**src/rtl/sd_pkg.sv**
```systemverilog
// rtl/sd_pkg.sv - shared SD CRC16 constants, LFSR step and receive state encoding
package sd_pkg;

  localparam logic [15:0] CRC16_POLY = 16'h1021;
  localparam logic [15:0] CRC16_INIT = 16'h0000;

  typedef enum logic [2:0] {
    ST_IDLE       = 3'd0,
    ST_WAIT_START = 3'd1,
    ST_DATA       = 3'd2,
    ST_CRC        = 3'd3,
    ST_END        = 3'd4,
    ST_FINISH     = 3'd5
  } rx_state_e;

  function automatic logic [15:0] crc16_next(input logic [15:0] crc, input logic b);
    logic fb;
    fb = crc[15] ^ b;
    return {crc[14:0], 1'b0} ^ (fb ? CRC16_POLY : 16'h0000);
  endfunction

endpackage

```
**src/rtl/crc16_serial.sv**
```systemverilog
// rtl/crc16_serial.sv - bit-serial CRC16-CCITT LFSR shared by the SD rx and tx paths
module crc16_serial
  import sd_pkg::*;
(
  input  logic        clk,
  input  logic        Reset,
  input  logic        Clear,
  input  logic        Shift,
  input  logic        Bit,
  output logic [15:0] Crc
);

  logic [15:0] r_crc;

  always_ff @(posedge clk) begin
    if (Reset) begin
      r_crc <= 16'h0000;
    end else if (Clear) begin
      r_crc <= CRC16_INIT;
    end else if (Shift) begin
      r_crc <= crc16_next(r_crc, Bit);
    end
  end

  assign Crc = r_crc;

endmodule

```
**src/rtl/sd_dat_rx_crc_check.sv**
```systemverilog
// rtl/sd_dat_rx_crc_check.sv - frames one SD DAT block, deserialises bytes and checks its CRC16
module sd_dat_rx_crc_check
  import sd_pkg::*;
#(
  parameter int DATA_STRING = 512,
  parameter int TIMEOUT     = 65535
) (
  input  logic        clk,
  input  logic        Reset,
  input  logic        Enable,
  input  logic        BitValid,
  input  logic        DatIn,
  output logic [7:0]  Data,
  output logic        DataStrobe,
  output logic        Busy,
  output logic        Done,
  output logic        CRC_Ok,
  output logic        CRC_Err,
  output logic        EndBitErr,
  output logic        Timeout,
  output logic [15:0] CRC
);

  localparam int BITS_TOTAL = DATA_STRING * 8;
  localparam int BCW        = $clog2(BITS_TOTAL + 1);
  localparam int TOW        = $clog2(TIMEOUT + 1);
  localparam logic [BCW-1:0] BIT_LAST = BCW'(BITS_TOTAL - 1);
  localparam logic [BCW-1:0] BIT_MAX  = BCW'(BITS_TOTAL);
  localparam logic [TOW-1:0] TO_LAST  = TOW'(TIMEOUT - 1);
  localparam logic [TOW-1:0] TO_MAX   = TOW'(TIMEOUT);

  rx_state_e      r_state;
  logic [BCW-1:0] r_bit_cnt;
  logic [TOW-1:0] r_to_cnt;
  logic [3:0]     r_crc_cnt;
  logic [6:0]     r_shift;
  logic [7:0]     r_data;
  logic [15:0]    r_rx_crc;
  logic           r_dstb;
  logic           r_busy;
  logic           r_done;
  logic           r_ok;
  logic           r_cerr;
  logic           r_eerr;
  logic           r_tmo;

  logic [15:0]    w_crc;
  logic           w_arm;
  logic           w_shift;
  logic           w_in_block;
  logic [7:0]     w_next_byte;

  assign w_arm       = (r_state == ST_IDLE) && Enable;
  assign w_in_block  = (r_state == ST_WAIT_START) || (r_state == ST_DATA) ||
                       (r_state == ST_CRC) || (r_state == ST_END);
  assign w_shift     = (r_state == ST_DATA) && Enable && BitValid;
  assign w_next_byte = {r_shift, DatIn};

  crc16_serial u_crc (
    .clk   (clk),
    .Reset (Reset),
    .Clear (w_arm),
    .Shift (w_shift),
    .Bit   (DatIn),
    .Crc   (w_crc)
  );

  always_ff @(posedge clk) begin
    if (Reset) begin
      r_state   <= ST_IDLE;
      r_bit_cnt <= '0;
      r_to_cnt  <= '0;
      r_crc_cnt <= 4'd0;
      r_shift   <= 7'd0;
      r_data    <= 8'd0;
      r_rx_crc  <= 16'h0000;
      r_dstb    <= 1'b0;
      r_busy    <= 1'b0;
      r_done    <= 1'b0;
      r_ok      <= 1'b0;
      r_cerr    <= 1'b0;
      r_eerr    <= 1'b0;
      r_tmo     <= 1'b0;
    end else begin
      r_dstb <= 1'b0;
      r_done <= 1'b0;
      // Dropping Enable inside a block abandons it silently: no Done, flags untouched.
      if (w_in_block && !Enable) begin
        r_state <= ST_IDLE;
        r_busy  <= 1'b0;
      end else begin
        case (r_state)
          ST_IDLE: begin
            if (Enable) begin
              r_state   <= ST_WAIT_START;
              r_bit_cnt <= '0;
              r_to_cnt  <= '0;
              r_crc_cnt <= 4'd0;
              r_rx_crc  <= 16'h0000;
              r_ok      <= 1'b0;
              r_cerr    <= 1'b0;
              r_eerr    <= 1'b0;
              r_tmo     <= 1'b0;
              r_busy    <= 1'b1;
            end
          end
          ST_WAIT_START: begin
            if (BitValid) begin
              if (!DatIn) begin
                r_state <= ST_DATA;
              end else begin
                if (r_to_cnt != TO_MAX) r_to_cnt <= r_to_cnt + TOW'(1);
                if (r_to_cnt == TO_LAST) begin
                  r_tmo   <= 1'b1;
                  r_state <= ST_FINISH;
                end
              end
            end
          end
          ST_DATA: begin
            if (BitValid) begin
              r_shift <= w_next_byte[6:0];
              if (r_bit_cnt[2:0] == 3'd7) begin
                r_data <= w_next_byte;
                r_dstb <= 1'b1;
              end
              if (r_bit_cnt != BIT_MAX) r_bit_cnt <= r_bit_cnt + BCW'(1);
              if (r_bit_cnt == BIT_LAST) r_state <= ST_CRC;
            end
          end
          ST_CRC: begin
            if (BitValid) begin
              r_rx_crc <= {r_rx_crc[14:0], DatIn};
              if (r_crc_cnt == 4'd15) begin
                r_state <= ST_END;
              end else begin
                r_crc_cnt <= r_crc_cnt + 4'd1;
              end
            end
          end
          ST_END: begin
            if (BitValid) begin
              r_eerr  <= !DatIn;
              r_cerr  <= (r_rx_crc != w_crc);
              r_ok    <= DatIn && (r_rx_crc == w_crc);
              r_state <= ST_FINISH;
            end
          end
          ST_FINISH: begin
            r_done  <= 1'b1;
            r_busy  <= 1'b0;
            r_state <= ST_IDLE;
          end
          default: begin
            r_state <= ST_IDLE;
            r_busy  <= 1'b0;
          end
        endcase
      end
    end
  end

  assign Data       = r_data;
  assign DataStrobe = r_dstb;
  assign Busy       = r_busy;
  assign Done       = r_done;
  assign CRC_Ok     = r_ok;
  assign CRC_Err    = r_cerr;
  assign EndBitErr  = r_eerr;
  assign Timeout    = r_tmo;
  assign CRC        = w_crc;

endmodule

```
**config.mk**
```make
export PLATFORM = sky130hd
export DESIGN_NAME = sd_dat_rx_crc_check
export DESIGN_NICKNAME = d
export VERILOG_FILES = /design/src/rtl/sd_pkg.sv /design/src/rtl/crc16_serial.sv /design/src/rtl/sd_dat_rx_crc_check.sv
export SDC_FILE = /design/constraint.sdc
export NUM_CORES = 1
export LEC_CHECK = 0
export CAP_MARGIN = 20
export CORE_ASPECT_RATIO = 0.7
export CORE_UTILIZATION = 40
export DETAILED_ROUTE_END_ITERATION = 7
export GPL_ROUTABILITY_DRIVEN = 0
export SYNTH_ARGS = -nofsm -noshare
export SYNTH_HDL_FRONTEND = slang
export SYNTH_SLANG_ARGS = --single-unit
```
**constraint.sdc**
```tcl
create_clock -name clk -period 2.7 [get_ports clk]
set_input_delay 0.54 -clock clk [delete_from_list [all_inputs] [get_ports clk]]
set_output_delay 0.54 -clock clk [all_outputs]
set_load 0.03 [all_outputs]
```
After elaboration in Yosys (flattened, before gate mapping)
Index checks and enable logic that the tools add are counted.
- flip-flop bits (word level): 90
- bits of input ports: 5
- output and inout bits: 31
- logic and storage cells: 120
- add/sub/neg operators: 3
- equality and inequality tests: 26
- multiplexer cells: 41
- bitwise gates (word level): 6
- reductions and logical operators: 29
- operators with widths (operator ; number):
    $mux 16 ; 5
    $pmux 16 s2 ; 2
    $mux 13 ; 4
    $mux 3 ; 9
    $pmux 13 s2 ; 1
    $add 16x1->16 const B ; 1
    $eq 16x16->1 ; 1
    $eq 16x16->1 const B ; 1
    $ne 16x16->1 ; 1
    $ne 16x16->1 const B ; 1
    $xor 16x16->16 ; 1
    $pmux 3 s5 ; 1
    $ne 2x2->1 const B ; 7
    $add 13x1->13 const B ; 1
    $eq 13x12->1 const B ; 1
    $ne 13x13->1 const B ; 1
    $mux 4 ; 3
    $reduce_and 4->1 ; 3
    $reduce_and 6->1 ; 2
    $mux 1 ; 10
    $ne 2x1->1 const B ; 5
    $pmux 1 s2 ; 5
    $reduce_and 5->1 ; 2
    $eq 3x3->1 const B ; 3
    other kinds (18) ; 34

Logic depth before layout (Yosys ltp)
- word-level depth: 7
- gate-level depth with buffers: 8
- mapped depth without buffers: 7

Cells and area by module
From an unflattened synthesis, not the netlist that was laid out.
- cells, all modules: 489
- area, all modules: 4247.8 um^2
- by module, submodules not included (module ; instances ; cells an instance ; area an instance (um^2) ; sequential area each (um^2)):
    sd_dat_rx_crc_check ; 1 ; 429 ; 3614.7 ; 1481.4
    crc16_serial ; 1 ; 60 ; 633.1 ; 320.3

Worst setup path before layout
OpenSTA, ideal clock, no wires.
- path type: input-to-reg
- from: input port DatIn
- to: register r_to_cnt[11]
- library setup time: 70 ps
- data arrival time: 1835 ps
- data required time: 2630 ps
- setup slack: 795 ps
- stages on the path: 6
- buffers on the path: 1
- path through: clkbuf_1 nand2_1 a21oi_4 o31ai_4 or4b_1 a21oi_1
- longest elaborated chain between the ends: 2
- ends and longest elaborated chain (item ; line ; source):
    from (decl) ; sd_dat_rx_crc_check.sv:12 ; input logic DatIn,
    $ne 2x2->1 (no line) ; n/a ;
    $reduce_and 6->1 (no line) ; n/a ;
    to (signal assigned) ; sd_dat_rx_crc_check.sv:112 ; if (r_to_cnt != TO_MAX) r_to_cnt <= r_to_cnt + TOW'(1);
    to (decl) ; sd_dat_rx_crc_check.sv:34 ; logic [TOW-1:0] r_to_cnt;
No other way between the ends.
A chain may end at the register's enable or synchronous reset.

Worst setup path after layout
- from: input port Enable
- to: register r_rx_crc[0]
- longest elaborated chain between the ends: 4
- elaborated cells between the ends (all ways): 5
- classes of those cells: 1 x eq/ne; 1 x bitwise; 3 x reduce/logical
- ends and longest elaborated chain (item ; line ; source):
    from (decl) ; sd_dat_rx_crc_check.sv:10 ; input logic Enable,
    $logic_not 1->1 ; sd_dat_rx_crc_check.sv:88 ; if (w_in_block && !Enable) begin
    $logic_and 1x1->1 ; sd_dat_rx_crc_check.sv:88 ;
    $not 1->1 (no line) ; n/a ;
    $reduce_and 4->1 (no line) (*) ; n/a ;
    to (signal assigned) ; sd_dat_rx_crc_check.sv:133 ; r_rx_crc <= {r_rx_crc[14:0], DatIn};
    to (decl) ; sd_dat_rx_crc_check.sv:38 ; logic [15:0] r_rx_crc;
Mark *: on every way between the ends. The rest lies on a longest branch, timed or not.

==> flow_metrics.tcl <==
set metrics [dict create \
    die_h_um 87.8 \
    synthToLayoutAreaGrowth_pct 19.1 \
    syn_avg_cell_area_um2 8.27 \
    final_net_count 555 \
    track_usage_pct 19.5 \
    synth_edf_count 0 \
    cts.sinks 90 \
    rsz0062_at_grt "no" \
    cpMostUsedCell "buf_4" \
    cap_violations 0 \
    total_power_w 0.00342 \
    cts_buffers 9 \
    hold_slack_ps 455 \
    routedWlPerCell_um 14.9 \
    crit_required_ps 2910 \
    cp.arrival_ps 2340 \
    drt_iter0_markers 329 \
    rows 30 \
    via_per_inst 5.43 \
    grt_max_degree 34 \
    drive_gt1_share_pct 7.65 \
    dieArea_mm2 0.0109 \
    clk_pin_slew_ps 60 \
    status "finished, final reports clean" \
    slew_violations 0 \
    fmax_mhz 470 \
    startpoint "Enable" \
    postCtsHoldBufs 0 \
    fin_cells 677 \
    dpl.cell_count 661 \
    antenna_cells 0 \
    critPathKind "in -> reg" \
    placed_area_mm2 0.00472 \
    coreArea_mm2 0.00995 \
    cp-start-kind "input port" \
    cts_tree "yes" \
    skew_ps 7.56 \
    cts_resized 0 \
    critPathTopFamily "buffers and inverters" \
    design_area_mm2 0.00501 \
    dr.pass1.iters 5 \
    die_x_um 125 \
    cp_cell_sequence "clkdlybuf4s50_1 > buf_4 > nor2b_1 > o21a_1 > buf_4 > mux2i_1 > nor2_1" \
    grt_pass1_wl_um 17000 \
    portBuffers 35 \
    hold_viol 0 \
    grt-ovfl-total 0 \
    start_util_pct 42.3 \
    holdCritPathClass "reg -> reg" \
    post_cts_buffers 0 \
    yosysWarnings 0 \
    synthArstFlopShare_pct 0 \
    top_level_ports 36 \
    setup_viol 0 \
    worstPathMaxFanout 16 \
    end_kind "flip-flop" \
    timing.final.crit_share_pct 78.8 \
    period_needed_ps 2130 \
    crit_slowest_cell "clkdlybuf4s50_1" \
    slew_headroom_pct 60.4 \
    ys_seq_elements 90 \
    slowest_delay_ps 500 \
    hp-start "Data[3]" \
    clock-root-buffer "clkbuf_16" \
    leakage_nw 1.81 \
    yosysSeqAreaShare_pct 42.8 \
    r2r-start "r_state[2]" \
    vdd_drop_max_uv 518 \
    grt_pass1_vias 3332 \
    cts_buffer_depth 2 \
    tns_ps 0 \
    antenna_found_initial 0 \
    worst-path-buf-inv 3 \
    syn_nets 520 \
    syn_area_mm2 0.00421 \
    clk_latency_ps 340 \
    synth-main-ff-cell "dfxtp_1" \
    htreeDepth 3 \
    ys_types 54 \
    p_per_area_mw_per_mm2 681 \
    tightest_slew_ps 592 \
    vias 3676 \
    wirelength_um 10100 \
    n_fill_cell 939 \
    detail_route.drc_violations 0 \
    drtAntennaViolNets 0 \
    place_hpwl_um 7260 \
    syn_inst 509 \
]
==> per-layer routing <==
metal | vias to the layer above | share of wire, % | GRT usage (%)
li1 | 1858 | - | -
met1 | 1717 | 52 | 28.8
met2 | 92 | 42 | 27.8
met3 | 9 | 4.7 | 4.46
met4 | 0 | 0.88 | 5.91
met5 | - | 0 | 0
==> cell usage in the layout (no fill, tap or decap), drive strengths merged, types with 3 or more instances in the layout <==
cell	n
dfxtp	90
nor2b	3
o211ai	5
nor4	9
nor2	49
nor4b	5
xor2	21
or3	5
nand3	36
mux2i	17
nor3b	3
and3	7
nor3	13
a21oi	52
clkinv	5
o31ai	3
nand4	7
xnor2	11
and4	4
nand2	81
inv	8
clkdlybuf4s50	35
o21ai	12
ha	6
buf	17
a22oi	4
nand2b	5
clkbuf	9
==> registers in the layout (all words and copies together), names as in the netlist, 3 cells and up <==
name and count:
r_crc_cnt 4, r_to_cnt 16, r_rx_crc 16, r_state 3, r_bit_cnt 13, r_shift 7
Data 8, u_crc.Crc 16
==> worst min-delay path, delay by kind of cell (launching register included) <==
| kind | cells | cell delay [ps] |
|---|---|---|
| simple gates | 1 | 50 |
| compound gates | 1 | 50 |
| flops | 1 | 310 |
==> layout make-up <==
| class | instances | area, um2 | area share (%) |
|---|---|---|---|
| tap | 128 | 160 | 3.19 |
| timing repair buffer | 52 | 478 | 9.53 |
| inverter | 7 | 26.3 | 0.524 |
| sequential | 90 | 1800 | 35.9 |
| multi-input combinational | 384 | 2260 | 45.0 |
| clock inverter | 7 | 67.6 | 1.35 |
| clock buffer | 9 | 225 | 4.49 |
==> per-stage QoR <==
stage / utilization, % / setup slack, ps
global route: 50.4 / 371
global placement: 47.5 / 268
CTS: 50.4 / 599
floorplan: - / 795
finish: 50.4 / 573
detailed placement: 47.5 / 242
==> power breakdown <==
group,switching (W),internal [W]
sequential,0.0000482,0.00136
combinational,0.000495,0.000278
clock,0.000521,0.000715
total,0.00106,0.00235
==> synth_stat cells, types with 4 or more instances <==
cell      count  share of area, %
a21oi_1      51               6.1
a22oi_1       4              0.71
and3_1        7               1.0
and4_1        4              0.83
buf_2        10               1.2
clkbuf_1     16               1.4
dfxtp_1      90                43
ha_1          6               1.8
inv_1         7              0.62
mux2i_1      17               4.0
nand2_1      81               7.2
nand2b_1      5              0.74
nand3_1      36               4.3
nand4_1       5              0.74
nor2_1       49               4.4
nor3_1       13               1.5
nor4_1        9               1.3
nor4b_1       4              0.83
o211ai_1      5              0.89
o21ai_0       6              0.71
o21ai_1       6              0.71
or3_1         5              0.74
xnor2_1      11               2.3
xor2_1       21               4.4
==> worst paths after layout <==
kind	cells past startpoint	end	slack (ps)
worst max-delay path	7	r_rx_crc[0]	570
worst min-delay path	2	Data[3]	460
worst max register to register	5	r_bit_cnt[8]	590
worst min register to register	2	Data[3]	460
==> cells by family (layout without fill, tap and decap cells) <==
group / after synthesis / after routing / share of synthesized area (%)
buf+inv: 35 / 75 / 3.60
compound gates: 93 / 93 / 13.6
fa+ha+maj: 7 / 7 / 2.02
xor+xnor: 32 / 32 / 6.66
mux: 17 / 17 / 4.04
simple gates: 235 / 235 / 27.2
flops: 90 / 90 / 42.8
No activity file was read; power rests on OpenSTA's default activity.
